===== src/rtl/seg_display_pkg.sv =====
// Shared definitions for the seven-segment display path: reset/refresh codes,
// frame geometry, the anode-active q codes and the frame buffer state type.
package seg_display_pkg;

  localparam logic [3:0] Q_RESET    = 4'b1111;
  localparam int         DIGIT_W    = 4;
  localparam int         NUM_DIGITS = 4;
  localparam int         FRAME_W    = 16;

  // q codes during which each anode is driven; every other code is blanking.
  localparam logic [3:0] Q_AN3 = 4'b1110;
  localparam logic [3:0] Q_AN2 = 4'b1010;
  localparam logic [3:0] Q_AN1 = 4'b0110;
  localparam logic [3:0] Q_AN0 = 4'b0010;

  // Pending (back) buffer occupancy.
  typedef enum logic [0:0] {
    BUF_EMPTY = 1'b0,
    BUF_FULL  = 1'b1
  } buf_state_t;

  // Character of digit idx within a frame (digit 0 in the low nibble).
  function automatic logic [DIGIT_W-1:0] digit_of(input logic [FRAME_W-1:0] frame,
                                                  input logic [1:0] idx);
    return frame[idx*DIGIT_W +: DIGIT_W];
  endfunction

endpackage


===== src/rtl/display_refresh_sequencer_if.sv =====
// Frame load channel.
// Handshake: a transfer happens on a rising clk edge where load_valid and
// load_ready are both 1. While load_ready is 0 the sink ignores load_valid and
// the source keeps load_data stable. buf_state mirrors the pending-buffer FSM
// so a checker can observe it.
interface display_refresh_sequencer_if;
  import seg_display_pkg::*;

  logic [FRAME_W-1:0] load_data;
  logic               load_valid;
  logic               load_ready;
  buf_state_t         buf_state;

  modport master (output load_data, output load_valid,
                  input  load_ready, input  buf_state);
  modport slave  (input  load_data, input  load_valid,
                  output load_ready, output buf_state);
endinterface


===== src/rtl/refresh_prescaler.sv =====
// Divides the system clock down to the refresh step rate: tick is high for
// one enabled cycle out of every PRESCALE enabled cycles.
module refresh_prescaler #(
  parameter int PRESCALE = 2500
) (
  input  logic clk,
  input  logic reset,
  input  logic enable,
  output logic tick
);

  localparam int PW = (PRESCALE > 1) ? $clog2(PRESCALE) : 1;

  logic [PW-1:0] count;

  // Terminal count while running marks the end of a q step.
  assign tick = enable && (count == PW'(PRESCALE - 1));

  // Count enabled cycles, restarting at each tick; hold while disabled.
  always_ff @(posedge clk) begin
    if (reset) begin
      count <= '0;
    end else if (tick) begin
      count <= '0;
    end else if (enable) begin
      count <= count + PW'(1);
    end
  end

endmodule


===== src/rtl/display_refresh_sequencer.sv =====
// Refresh sequencer for the seven-segment driver: steps q down through 16
// states per frame, selects the addressed digit's character, and holds a
// double-buffered frame that only changes at the frame wrap.
module display_refresh_sequencer
  import seg_display_pkg::*;
#(
  parameter int PRESCALE = 2500
) (
  input  logic                         clk,
  input  logic                         reset,
  input  logic                         enable,
  display_refresh_sequencer_if.slave   load,
  output logic [3:0]                   q,
  output logic [DIGIT_W-1:0]           digit_char,
  output logic                         frame_start
);

  logic               tick;
  logic               wrap;
  logic               accept;
  logic               commit;
  buf_state_t         buf_state;
  buf_state_t         buf_next;
  logic [FRAME_W-1:0] display;
  logic [FRAME_W-1:0] pending;

  refresh_prescaler #(.PRESCALE(PRESCALE)) u_prescaler (
    .clk    (clk),
    .reset  (reset),
    .enable (enable),
    .tick   (tick)
  );

  // The step out of q=0000 is the frame boundary.
  assign wrap = tick && (q == 4'b0000);

  // Pending-buffer FSM: fill on an accepted load, drain into the display at
  // the frame wrap. Accept and commit live in different states, so they can
  // never coincide.
  always_comb begin
    buf_next = buf_state;
    accept   = 1'b0;
    commit   = 1'b0;
    case (buf_state)
      BUF_EMPTY: begin
        if (load.load_valid) begin
          accept   = 1'b1;
          buf_next = BUF_FULL;
        end
      end
      BUF_FULL: begin
        if (wrap) begin
          commit   = 1'b1;
          buf_next = BUF_EMPTY;
        end
      end
      default: buf_next = BUF_EMPTY;
    endcase
  end

  // Buffer state register; reset drops any half-delivered frame.
  always_ff @(posedge clk) begin
    if (reset) begin
      buf_state <= BUF_EMPTY;
    end else begin
      buf_state <= buf_next;
    end
  end

  // Frame buffers: capture into pending on accept, copy to display on commit.
  always_ff @(posedge clk) begin
    if (reset) begin
      pending <= '0;
      display <= '0;
    end else begin
      if (accept) begin
        pending <= load.load_data;
      end
      if (commit) begin
        display <= pending;
      end
    end
  end

  // Refresh state counts down one step per tick; frame_start marks the
  // first cycle back at 1111 after a wrap.
  always_ff @(posedge clk) begin
    if (reset) begin
      q           <= Q_RESET;
      frame_start <= 1'b0;
    end else begin
      frame_start <= wrap;
      if (tick) begin
        q <= q - 4'd1;
      end
    end
  end

  // load_ready comes straight from the buffer state flop.
  assign load.load_ready = (buf_state == BUF_EMPTY);
  assign load.buf_state  = buf_state;

  // q[3:2] addresses the digit, so its character is stable during the
  // blanking state ahead of each anode-active code.
  assign digit_char = digit_of(display, q[3:2]);

endmodule


===== src/flat_wrapper.sv =====
// flat-port wrapper written by rule: the top's interface ports become plain ports
module display_refresh_sequencer_flat import seg_display_pkg::*;
#(
  parameter int PRESCALE = 2500
)
  (clk, reset, enable, q, digit_char, frame_start, load_load_data, load_load_valid, load_load_ready, load_buf_state);
  display_refresh_sequencer_if load_i ();
  input  logic clk;
  input  logic reset;
  input  logic enable;
  output logic [3:0] q;
  output logic [DIGIT_W-1:0] digit_char;
  output logic frame_start;
  input wire logic [$bits(load_i.load_data)-1:0] load_load_data;
  input wire logic [$bits(load_i.load_valid)-1:0] load_load_valid;
  output wire logic [$bits(load_i.load_ready)-1:0] load_load_ready;
  output wire logic [$bits(load_i.buf_state)-1:0] load_buf_state;
  assign load_i.load_data = load_load_data;
  assign load_i.load_valid = load_load_valid;
  assign load_load_ready = load_i.load_ready;
  assign load_buf_state = load_i.buf_state;
  display_refresh_sequencer #(.PRESCALE(PRESCALE)) u_core (.clk(clk), .reset(reset), .enable(enable), .load(load_i), .q(q), .digit_char(digit_char), .frame_start(frame_start));
endmodule

===== config.mk =====
export PLATFORM = sky130hd
export DESIGN_NAME = display_refresh_sequencer_flat
export DESIGN_NICKNAME = d
export VERILOG_FILES = /design/src/rtl/seg_display_pkg.sv /design/src/rtl/display_refresh_sequencer_if.sv /design/src/rtl/refresh_prescaler.sv /design/src/rtl/display_refresh_sequencer.sv /design/src/flat_wrapper.sv
export SDC_FILE = /design/constraint.sdc
export NUM_CORES = 1
export LEC_CHECK = 0
export CAP_MARGIN = 5
export CORE_ASPECT_RATIO = 0.9
export CORE_MARGIN = 3
export CORE_UTILIZATION = 50
export CTS_CLUSTER_SIZE = 40
export DETAILED_ROUTE_END_ITERATION = 7
export HOLD_SLACK_MARGIN = 0.06
export PLACE_DENSITY = 0.75
export REMOVE_ABC_BUFFERS = 1
export SLEW_MARGIN = 20
export SYNTH_ARGS = -nofsm -noshare
export SYNTH_HDL_FRONTEND = slang
export SYNTH_SLANG_ARGS = --single-unit
export TNS_END_PERCENT = 5

===== constraint.sdc =====
create_clock -name clk -period 3.85 [get_ports clk]
set_input_delay 0.77 -clock clk [delete_from_list [all_inputs] [get_ports clk]]
set_output_delay 0.77 -clock clk [all_outputs]
set_load 0.05 [all_outputs]

# Word level (Yosys, flattened, before mapping)
# Cells that the tools add are included.
[totals]
reg_bits = 50
inputBits = 20
out_inout_bits = 11
wordCells = 21
[classes]
addsub = 2
eq_ne = 1
n_shift = 1
mux = 6
bitwise_logic = 1
n_reduce_logical = 4
[ops]
columns = ["operator", "n"]
rows = [
  ["$shiftx 16x5->4", 1],
  ["$add 12x1->12 const B", 1],
  ["$eq 12x12->1 const B", 1],
  ["$mux 1", 5],
  ["$logic_not 4->1", 1],
  ["$sub 4x1->4 const B", 1],
  ["$logic_and 1x1->1", 2],
  ["$pmux 1 s2", 1],
  ["$reduce_or 2->1", 1],
  ["$not 1->1", 1],
]

# Logic depth before layout (Yosys ltp)
# Gate-level depths: netlist (run 1).
[logic_depth]
word_depth = 5
ltp_mapped = 8
depth_no_buf = 6

# Hierarchy
# A second synthesis (run 1) with hierarchy kept.
[unflattened]
hier_cells = 238
hier_area_um2 = 2142.1
[by_module_without_submodules]
columns = ["module", "instances", "cells_each", "area_each_um2", "seq_area_each_um2"]
rows = [
  ["display_refresh_sequencer", 1, 178, 1574.0, 760.7],
  ["refresh_prescaler", 1, 60, 568.0, 240.2],
]

# Worst setup path before layout (run 1)
# OpenSTA, ideal clock, no wires.
[synth_timing]
path_kind = "reg-to-output"
startpoint = "register u_core.q[2]"
endpoint = "output digit_char[0]"
arrival_time_ps = 1692
required_ps = 3080
slack_ps = 1388
stages_incl_launch_ff = 3
n_path_buf = 1
cell_sequence = "dfxtp_1 > clkbuf_1 > mux4_2"
[synth_between]
elab_chain_cells = 1
[synth_lines]
columns = ["item", "line", "source"]
rows = [
  ["from (decl)", "display_refresh_sequencer.sv:13", "output logic [3:0] q,"],
  ["from (signal assigned)", "display_refresh_sequencer.sv:94", "q <= q - 4'd1;"],
  ["$shiftx 16x5->4", "seg_display_pkg.sv:25", "return frame[idx*DIGIT_W +: DIGIT_W];"],
  ["to (decl)", "flat_wrapper.sv:12", "output logic [DIGIT_W-1:0] digit_char;"],
]
# No other way between the ends.

# Worst setup path in the final report (run 1)
[layout_timing]
startpoint = "register u_core.q[2]"
endpoint = "output digit_char[2]"
# Same word-level chain as after synthesis.

==> results.txt, run 1 <==
----------------------------------------------------
[Placed design]
  Placer congestion estimate ... 0.801
  Placement Cell Area ... 0.00235 mm²
  Count of buffers inserted at the top-level ports ... 30
  Dpl hpwl ... 2.58 mm

[Cells and area]
  Net count, final ... 269
  Share of layout cells above drive strength 1 ... 6.88%
  Filler cell count in the final layout ... 337
  Antenna fix cells ... 0
  Synth-to-layout area growth ... 20.4%
  Area of all placed cells without fillers ... 0.00244 mm²

[Setup path]
  WP data required ... 3.08 ns
  Endpoint of the most critical register-to-register path ... u_core.u_prescaler.count[4]
  Worst setup path start ... u_core.q[2]
  CP Capture Point ... digit_char[2]
  Sort of element at the start of the critical path ... register
  Worst-case reg-to-reg path depth ... 4
  Type of element capturing the critical path ... primary output
  Kind of critical path ... reg -> out
  Endpoint arrival time on the critical path ... 2.19 ns
  Max FO, Critical Path ... 10
  Launch instance of the worst register-to-register path ... u_core.u_prescaler.count[2]
  R2r setup slk ... 1.62 ns

[Clocking]
  Post-CTS clock slew at the launch and capture registers of the worst setup and hold paths ... 0.08 ns
  Cell chosen for the clock root ... sky130_fd_sc_hd__clkbuf_8
  Hold-fix buffers, CTS ... 0
  Maximum buffer depth of the clock tree ... 2
  Resized cells post-CTS ... 0
  Clock tree from TritonCTS ... yes
  Deepest level of the CTS H-tree ... 2
  Clk Latency, worst-skew pair ... 0.30 ns
  Post-CTS setup buffer count ... 0
  Clock buffers created by TritonCTS ... 5
  CTS sink count ... 50

[Timing]
  Highest attainable clock frequency ... 338 MHz
  Final Critical Period ... 2.96 ns
  Final-report hold violation count ... 0
  Number of setup violations in the final report ... 0
  Worst-case clock skew ... 0.00361 ns
  Hold WS ... 0.459 ns
  Final number of max-transition violations ... 0
  Actual slew at the worst max-slew pin ... 0.584 ns
  Max-Slew Margin vs Limit ... 61.0%
  Setup repair after global routing missed its margin ... no
  Share of the clock period used by the worst path after layout ... 76.9%

[Detailed routing]
  Via-per-instance ratio ... 5.29
  Detailed-route DRC error count ... 0
  Vias after detailed routing ... 1549
  Violation count after the first detailed-routing iteration ... 72
  Wirelength per Cell ... 12.5 µm
  Remaining antenna violation count ... 0
  Number of optimization iterations in the first detailed-route pass ... 4
  Final Routed Wirelength ... 3.67 mm

[Yosys]
  Most frequent cell after synthesis ... sky130_fd_sc_hd__dfxtp_1
  Yosys Warn Count ... 0
  Number of instances in the synthesized netlist ... 220
  Top area cells in the synthesized netlist ... sky130_fd_sc_hd__dfxtp_1 49%, sky130_fd_sc_hd__mux2i_1 8.4%, sky130_fd_sc_hd__nand2_1 7.2%, sky130_fd_sc_hd__nor2_1 5.6%, sky130_fd_sc_hd__mux4_2 4.4%
  Syn Area/Cell ... 9.22 µm²
  Number of synthesized flops with an enable pin ... 0
  Total of flip-flops plus latches after synthesis ... 50
  Fraction of registers with async set/reset ... 0%
  Prevailing post-synth register cell ... sky130_fd_sc_hd__dfxtp_1
  Cell type with the largest total area after synthesis ... sky130_fd_sc_hd__dfxtp_1
  Post-synth top cells ... 50 x sky130_fd_sc_hd__dfxtp_1, 39 x sky130_fd_sc_hd__nand2_1, 30 x sky130_fd_sc_hd__nor2_1, 17 x sky130_fd_sc_hd__mux2i_1, 16 x sky130_fd_sc_hd__a21oi_1
  Sequential element share of the synthesized area ... 49.4%
  Post-synth top area share ... 49.4%
  Post-Syn Area ... 0.00203 mm²
  Number of distinct standard cells referenced by the synthesized netlist ... 27

[Global routing]
  Vias in the first global route ... 1420
  Total gr overflow ... 0
  Initial antenna violation count ... 0
  Largest net degree at the start of global routing ... 36
  First-pass GRT wire length ... 6.40 mm
  GR Util All Layers ... 17.2%

[Power and ir drop]
  Clock network power share ... 33.6%
  Switching part of the total power ... 22.0%
  Switching component of the power ... 0.199 mW
  Worst VDD drop ... 0.000199 V
  Combinational Power Share ... 7.0%
  Ratio of total power to cell area ... 370 mW/mm²
  Leakage Power ... 0.912 nW
  Portion of total power attributed to sequential cells ... 59.3%
  Cell-internal power ... 0.705 mW

[Floorplan]
  Initial standard-cell utilization of the core ... 53.2%
  Core footprint ... 0.00381 mm²
  Full die area ... 0.00486 mm²
  Die width ... 73.1 µm
  Die height ... 66.4 µm
  # rows ... 21
  Top-Level Pins ... 31

[Job]
  Max-cap viol count ... 0

[Run status]
  Result of the run ... completed

[Hold path]
  Worst hold path type ... reg -> reg

----------------------------------------------------
==> critical path, stage by stage, from the launching register on <==
cell                              delay (ns)
sky130_fd_sc_hd__dfxtp_1                0.59
sky130_fd_sc_hd__mux4_2                 0.58
sky130_fd_sc_hd__clkdlybuf4s50_1        0.72
==> through the flow <==
| step | TNS [ns] | power (mW) | util (%) | worst slack [ns] | std cells |
|---|---|---|---|---|---|
| after floorplan | -5.12 | 0.575 | - | -0.312 | 206 |
| after global placement | 0 | 0.612 | 61.7 | 1.20 | 285 |
| after detailed placement | 0 | 0.613 | 61.7 | 1.16 | 285 |
| after CTS | 0 | 0.914 | 64.1 | 0.877 | 293 |
| after global routing | 0 | 0.947 | 64.1 | 0.776 | 293 |
| final | 0 | 0.904 | 64.1 | 0.890 | 293 |
==> layer usage <==
layer / GRT usage (%) / share of wire, %
met5: 0 / 0
met4: 6.91 / 1.2
met3: 4.10 / 4.5
met2: 27.9 / 45
met1: 21.8 / 49
==> worst min path at each step <==
stage,start,endpoint,slack [ns],cells past startpoint
global route,u_core.pending[9],u_core.pending[9],0.47,2
CTS,u_core.pending[9],u_core.pending[9],0.46,2
finish,u_core.pending[12],u_core.pending[12],0.46,2
global placement,u_core.pending[8],u_core.pending[8],0.44,2
floorplan,u_core.pending[0],u_core.pending[0],0.43,2
detailed placement,u_core.pending[9],u_core.pending[9],0.45,2
==> power groups by stage <==
stage	combinational [mW]	clock, mW	sequential [mW]
4_1_cts	0.0644	0.313	0.537
2_1_floorplan	0.0259	0	0.549
3_5_place_dp	0.0643	0	0.549
3_3_place_gp	0.0633	0	0.548
5_1_grt	0.0714	0.338	0.538
6_report	0.0634	0.304	0.537
==> placed cells by master, fill, tap and decap left out, types with 2 or more instances in the layout <==
cell and n:
sky130_fd_sc_hd__dfxtp_1 50, sky130_fd_sc_hd__nand2_1 39, sky130_fd_sc_hd__nor2_1 30, sky130_fd_sc_hd__clkdlybuf4s50_1 30, sky130_fd_sc_hd__mux2i_1 17, sky130_fd_sc_hd__a21oi_1 16
sky130_fd_sc_hd__xor2_1 7, sky130_fd_sc_hd__clkbuf_8 6, sky130_fd_sc_hd__inv_1 5, sky130_fd_sc_hd__nand3_1 5, sky130_fd_sc_hd__xnor2_1 5, sky130_fd_sc_hd__mux4_2 4
sky130_fd_sc_hd__nand4_1 4, sky130_fd_sc_hd__or3_1 4, sky130_fd_sc_hd__and4_1 3, sky130_fd_sc_hd__and3_1 3, sky130_fd_sc_hd__ha_1 3, sky130_fd_sc_hd__buf_4 3
sky130_fd_sc_hd__o21ai_0 2, sky130_fd_sc_hd__nor3_1 2
==> cell families after synthesis <==
logic type | count (synthesis) | share of synthesized area [%]
AOI/OAI and AO/OA | 18 | 4.44
xor gates and xnor gates | 12 | 5.18
adders and majority gates | 3 | 1.85
buffers and inverters | 19 | 4.07
DFF | 50 | 49.4
muxes | 22 | 13.4
and+or+nand+nor | 96 | 21.7
==> cell type report <==
type                            instances  area, µm²  share of cell area, %
Clock buffer                            7       86.3                   3.53
Clock inverter                          1       5.00                  0.205
Inverter                                5       18.8                  0.768
Multi-Input combinational cell        151        951                   38.9
Sequential cell                        50       1000                   41.0
Tap cell                               46       57.6                   2.36
Timing Repair Buffer                   33        323                   13.2
==> sequential cells by signal, indices dropped and copies added (netlist names) <==
name / flops
u_core.display: 16
u_core.frame_start: 1
u_core.load.buf_state: 1
u_core.pending: 16
u_core.q: 4
u_core.u_prescaler.count: 12
Power figures use the tool's default switching activity.
==> run 2, diff against run 1 <==
==> constraint.sdc (replaced) <==
create_clock -name clk -period 3.1 [get_ports clk]
set_input_delay 0.62 -clock clk [delete_from_list [all_inputs] [get_ports clk]]
set_output_delay 0.62 -clock clk [all_outputs]
set_load 0.05 [all_outputs]
==> results.txt, run 2 (synthesized netlist as in run 1, its figures left out) <==
----------------------------------------------------
[Power and ir drop]
  Worst VDD drop ... 0.000338 V
  Total power ... 1.21 mW
  Leakage Power ... 0.922 nW
  Ratio of total power to cell area ... 490 mW/mm²

[Cells and area]
  Synth-to-layout area growth ... 21.5%
  Share of layout cells above drive strength 1 ... 7.29%
  Highest-count cells in the layout ignoring fill and taps ... 50 x sky130_fd_sc_hd__dfxtp_1, 39 x sky130_fd_sc_hd__nand2_1, 30 x sky130_fd_sc_hd__nor2_1, 30 x sky130_fd_sc_hd__clkdlybuf4s50_1, 17 x sky130_fd_sc_hd__mux2i_1
  Net count, final ... 269
  Biggest registers after layout ... u_core.display: 16 flops, u_core.pending: 16 flops, u_core.u_prescaler.count: 12 flops
  Antenna fix cells ... 0
  Most frequent standard cell in the layout excluding fill and tap cells ... sky130_fd_sc_hd__dfxtp_1

[Detailed routing]
  Vias after detailed routing ... 1536
  Remaining antenna violation count ... 0
  Number of optimization iterations in the first detailed-route pass ... 4
  Wirelength per Cell ... 13.1 µm
  Detailed-route DRC error count ... 0
  Final Routed Wirelength ... 3.85 mm
  Via-per-instance ratio ... 5.24
  Violation count after the first detailed-routing iteration ... 74

[Setup path]
  Critical Path Slowest Stage Cell ... sky130_fd_sc_hd__clkdlybuf4s50_1
  Maximum cell stage delay along the critical path ... 0.72 ns
  Series of cell instances along the critical path ... mux4_2 > clkdlybuf4s50_1
  R2r setup slk ... 0.87 ns
  Cell family contributing the most delay on the critical path ... buffers and inverters
  WP data required ... 2.48 ns
  Worst-case reg-to-reg path depth ... 7
  Launch instance of the worst register-to-register path ... u_core.q[0]
  Endpoint arrival time on the critical path ... 2.20 ns
  Max FO, Critical Path ... 10
  Endpoint of the most critical register-to-register path ... u_core.display[6]
  Buf+Inv Stages, Crit Path ... 1
  Kind of critical path ... reg -> out
  Sort of element at the start of the critical path ... register
  Type of element capturing the critical path ... primary output

[Clocking]
  Post-CTS setup buffer count ... 0
  Clock buffers created by TritonCTS ... 5
  CTS sink count ... 50
  Cell chosen for the clock root ... sky130_fd_sc_hd__clkbuf_8
  Hold-fix buffers, CTS ... 0
  Resized cells post-CTS ... 0
  Clk Latency, worst-skew pair ... 0.31 ns
  Post-CTS clock slew at the launch and capture registers of the worst setup and hold paths ... 0.09 ns
  Clock tree from TritonCTS ... yes
  Deepest level of the CTS H-tree ... 2
  Maximum buffer depth of the clock tree ... 2

[Floorplan]
  Initial standard-cell utilization of the core ... 53.2%
  Full die area ... 0.00486 mm²
  # rows ... 21
  Top-Level Pins ... 31
  Die width ... 73.1 µm
  Die height ... 66.4 µm
  Core footprint ... 0.00381 mm²

[Timing]
  Number of setup violations in the final report ... 0
  Highest attainable clock frequency ... 354 MHz
  Final number of max-transition violations ... 0
  Share of the clock period used by the worst path after layout ... 91.1%
  Actual slew at the worst max-slew pin ... 0.579 ns
  Setup repair after global routing missed its margin ... no
  Final Critical Period ... 2.82 ns
  Final-report hold violation count ... 0
  Worst-case clock skew ... 0.00640 ns
  Max-Slew Margin vs Limit ... 61.3%
  Post-route setup TNS ... 0 ns

[Hold path]
  HP Start ... u_core.pending[2]
  Worst hold path cell count ... 2
  Endpoint with the worst hold slack ... u_core.pending[2]
  Worst hold path type ... reg -> reg

[Job]
  Max-cap viol count ... 0

[Placed design]
  Dpl hpwl ... 2.64 mm
  Count of buffers inserted at the top-level ports ... 30
  Placer congestion estimate ... 0.782

[Global routing]
  Largest net degree at the start of global routing ... 35
  First-pass GRT wire length ... 6.60 mm
  Total gr overflow ... 0
  GR Util All Layers ... 17.9%
  Initial antenna violation count ... 0
  Vias in the first global route ... 1416

[Run status]
  Result of the run ... completed

----------------------------------------------------
-- run 2: cell types whose count changed in the layout (fill, tap and decap cells not counted) --
cell	before	now
sky130_fd_sc_hd__bufinv_16	0	1
sky130_fd_sc_hd__clkbuf_1	1	0
sky130_fd_sc_hd__clkbuf_8	6	5
sky130_fd_sc_hd__inv_6	0	1
-- run 2: routing by layer --
layer / up-vias / share of wire, % / GRT usage, %
li1: 787 / - / -
met1: 707 / 50 / 24.5
met2: 34 / 43 / 26.3
met3: 8 / 5.1 / 4.26
met4: 0 / 2.0 / 8.29
met5: - / 0 / 0
-- run 2: cell type report --
cell class,count,area [µm²]
Fill cell,322,1350
Sequential cell,50,1000
Multi-Input combinational cell,151,951
Timing Repair Buffer,33,323
Clock buffer,5,68.8
Tap cell,46,57.6
Clock inverter,3,43.8
Inverter,5,18.8
-- run 2: worst max path at each step --
stage	to	cells past startpoint	start	slack, ns
after detailed placement	u_core.u_prescaler.count[5]	5	enable	0.52
after floorplan	u_core.display[0]	6	u_core.q[0]	-1.06
after global routing	digit_char[2]	2	u_core.q[2]	0.18
after global placement	u_core.u_prescaler.count[0]	5	enable	0.59
after CTS	digit_char[2]	2	u_core.q[2]	0.25
final	digit_char[2]	2	u_core.q[2]	0.28
-- run 2: per-stage QoR --
| stage | worst slack, ns | cells | hold slack (ns) | util, % | cell area, µm² |
|---|---|---|---|---|---|
| finish | 0.277 | 293 | 0.458 | 64.7 | 2460 |
| global route | 0.176 | 293 | 0.478 | 64.7 | 2460 |
| CTS | 0.253 | 293 | 0.459 | 64.7 | 2460 |
| detailed placement | 0.519 | 285 | 0.446 | 61.7 | 2350 |
| global placement | 0.590 | 285 | 0.444 | 61.7 | 2350 |
| floorplan | -1.06 | 206 | 0.430 | - | 1960 |
-- run 2: report_power, final --
| group | internal, mW | switching (mW) | total, mW |
|---|---|---|---|
| sequential | 0.657 | 0.00916 | 0.666 |
| clock | 0.242 | 0.219 | 0.461 |
| combinational | 0.0387 | 0.0405 | 0.0792 |
-- run 2: worst reg2reg max path, stage by stage (launching register included) --
cell	delay, ns
sky130_fd_sc_hd__dfxtp_1	0.35
sky130_fd_sc_hd__inv_1	0.12
sky130_fd_sc_hd__ha_1	0.17
sky130_fd_sc_hd__or4bb_1	0.51
sky130_fd_sc_hd__nor4_2	0.32
sky130_fd_sc_hd__buf_4	0.35
sky130_fd_sc_hd__mux2i_1	0.25
sky130_fd_sc_hd__nor2_1	0.06
==> run 3, diff against run 2 <==
--- a/config.mk
+++ b/config.mk
@@ -8,11 +8,11 @@
 export CAP_MARGIN = 5
 export CORE_ASPECT_RATIO = 0.9
 export CORE_MARGIN = 3
-export CORE_UTILIZATION = 50
+export CORE_UTILIZATION = 52
 export CTS_CLUSTER_SIZE = 40
 export DETAILED_ROUTE_END_ITERATION = 7
 export HOLD_SLACK_MARGIN = 0.06
-export PLACE_DENSITY = 0.75
+export PLACE_DENSITY = 0.77
 export REMOVE_ABC_BUFFERS = 1
 export SLEW_MARGIN = 20
 export SYNTH_ARGS = -nofsm -noshare
==> results.txt, run 3 (synthesized netlist as in run 1, its figures left out) <==
----------------------------------------------------
[Timing]
  Highest attainable clock frequency ... 351 MHz
  Final WS setup ... 0.252 ns
  Hold WS ... 0.458 ns
  Worst-case clock skew ... 0.00687 ns
  Number of setup violations in the final report ... 0
  Max-Slew Margin vs Limit ... 61.6%
  Setup repair after global routing missed its margin ... no
  Actual slew at the worst max-slew pin ... 0.575 ns
  Post-route setup TNS ... 0 ns
  Final-report hold violation count ... 0
  Share of the clock period used by the worst path after layout ... 91.9%
  Final number of max-transition violations ... 0
  Final Critical Period ... 2.85 ns

[Power and ir drop]
  Leakage Power ... 0.902 nW
  Ratio of total power to cell area ... 453 mW/mm²
  Worst VDD drop ... 0.000381 V

[Detailed routing]
  Final Routed Wirelength ... 3.86 mm
  Number of optimization iterations in the first detailed-route pass ... 4
  Violation count after the first detailed-routing iteration ... 114
  Remaining antenna violation count ... 0
  Wirelength per Cell ... 13.3 µm
  Via-per-instance ratio ... 5.29
  Detailed-route DRC error count ... 0
  Vias after detailed routing ... 1535

[Global routing]
  Largest net degree at the start of global routing ... 35
  First-pass GRT wire length ... 6.52 mm
  Total gr overflow ... 0
  Vias in the first global route ... 1444
  Initial antenna violation count ... 0
  GR Util All Layers ... 18.1%

[Placed design]
  Count of buffers inserted at the top-level ports ... 30
  Dpl hpwl ... 2.67 mm
  Placer congestion estimate ... 0.784
  Placement Cell Area ... 0.00235 mm²
  Worst setup slack before clock tree synthesis ... 0.531 ns

[Cells and area]
  Biggest registers after layout ... u_core.display: 16 flops, u_core.pending: 16 flops, u_core.u_prescaler.count: 12 flops
  Final core occ ... 68.2%
  Net count, final ... 269
  Antenna fix cells ... 0
  Highest-count cells in the layout ignoring fill and taps ... 50 x sky130_fd_sc_hd__dfxtp_1, 39 x sky130_fd_sc_hd__nand2_1, 30 x sky130_fd_sc_hd__nor2_1, 30 x sky130_fd_sc_hd__clkdlybuf4s50_1, 17 x sky130_fd_sc_hd__mux2i_1
  Synth-to-layout area growth ... 19.6%
  Area of all placed cells without fillers ... 0.00242 mm²
  Filler cell count in the final layout ... 305
  Most frequent standard cell in the layout excluding fill and tap cells ... sky130_fd_sc_hd__dfxtp_1
  Share of layout cells above drive strength 1 ... 6.10%

[Clocking]
  Deepest level of the CTS H-tree ... 2
  Clk Latency, worst-skew pair ... 0.30 ns
  Clock buffers created by TritonCTS ... 5
  CTS sink count ... 50
  Post-CTS clock slew at the launch and capture registers of the worst setup and hold paths ... 0.08 ns
  Post-CTS setup buffer count ... 0
  Cell chosen for the clock root ... sky130_fd_sc_hd__clkbuf_8
  Hold-fix buffers, CTS ... 0
  Clock tree from TritonCTS ... yes
  Resized cells post-CTS ... 0
  Maximum buffer depth of the clock tree ... 2

[Floorplan]
  Core footprint ... 0.00355 mm²
  Top-Level Pins ... 31
  Full die area ... 0.00469 mm²
  Die height ... 65.3 µm
  Initial standard-cell utilization of the core ... 57.1%
  # rows ... 20
  Die width ... 71.8 µm

[Setup path]
  Worst-case reg-to-reg path depth ... 4
  Max FO, Critical Path ... 10
  WP data required ... 2.48 ns
  R2r setup slk ... 0.87 ns
  Launch instance of the worst register-to-register path ... u_core.u_prescaler.count[2]
  Sort of element at the start of the critical path ... register
  Kind of critical path ... reg -> out
  Endpoint arrival time on the critical path ... 2.23 ns
  Cell family contributing the most delay on the critical path ... buffers and inverters
  Critical Path Slowest Stage Cell ... sky130_fd_sc_hd__clkdlybuf4s50_1
  Series of cell instances along the critical path ... mux4_2 > clkdlybuf4s50_1
  Maximum cell stage delay along the critical path ... 0.72 ns
  Endpoint of the most critical register-to-register path ... u_core.u_prescaler.count[3]
  Type of element capturing the critical path ... primary output
  Buf+Inv Stages, Crit Path ... 1

[Hold path]
  Worst hold path type ... reg -> reg
  HP Start ... u_core.pending[1]
  Endpoint with the worst hold slack ... u_core.pending[1]
  Worst hold path cell count ... 2

[Job]
  Max-cap viol count ... 0

[Run status]
  Result of the run ... completed

----------------------------------------------------
## run 3: cell types whose count changed in the layout (fill, tap and decap cells not counted)
cell                        previous run  this run
sky130_fd_sc_hd__clkbuf_1              0         2
sky130_fd_sc_hd__inv_6                 1         0
sky130_fd_sc_hd__clkinv_2              1         0
sky130_fd_sc_hd__bufinv_16             1         0
## run 3: how the worst max path moves through the flow
stage	end	slack, ns	from	depth (start not counted)
final	digit_char[1]	0.25	u_core.q[2]	2
after floorplan	u_core.display[0]	-1.06	u_core.q[0]	6
after global placement	u_core.u_prescaler.count[4]	0.58	enable	5
after global routing	digit_char[1]	0.15	u_core.q[2]	2
after CTS	digit_char[1]	0.25	u_core.q[2]	2
after detailed placement	u_core.u_prescaler.count[1]	0.53	enable	5
## run 3: area by class of cell
type                       count  area, µm²  area share (%)
timing repair buffer          33        323            13.3
sequential                    50       1000            41.3
tap                           44       55.1            2.27
inverter                       5       18.8           0.774
multi-input combinational    151        951            39.2
clock buffer                   7       76.3            3.15
## run 3: worst min-delay path: stages (launching register included)
cell,delay (ns)
sky130_fd_sc_hd__dfxtp_1,0.31
sky130_fd_sc_hd__nand2_1,0.05
sky130_fd_sc_hd__a21oi_1,0.05
## run 3: per-layer routing
layer  up-vias  part of all wire, %  wire length, µm  global-route usage [%]
li1        787                    -                -                       -
met1       716                   49             1900                    23.8
met2        25                   44             1690                    26.8
met3         7                  4.9              191                    5.96
met4         0                  2.0               77                    8.45
met5         -                    0                0                       0
## run 3: metrics by stage
stage	power, mW	instances
final	1.10	290
after global routing	1.15	290
after CTS	1.11	290
after detailed placement	0.762	283
after global placement	0.761	283
after floorplan	0.715	206
## run 3: power breakdown
| part | leakage, nW | switching (mW) | internal, mW | total (mW) |
|---|---|---|---|---|
| combinational | 0.458 | 0.0417 | 0.0387 | 0.0804 |
| clock | 0.0383 | 0.196 | 0.156 | 0.352 |
| sequential | 0.406 | 0.00893 | 0.657 | 0.666 |
| total | 0.902 | 0.247 | 0.851 | 1.10 |
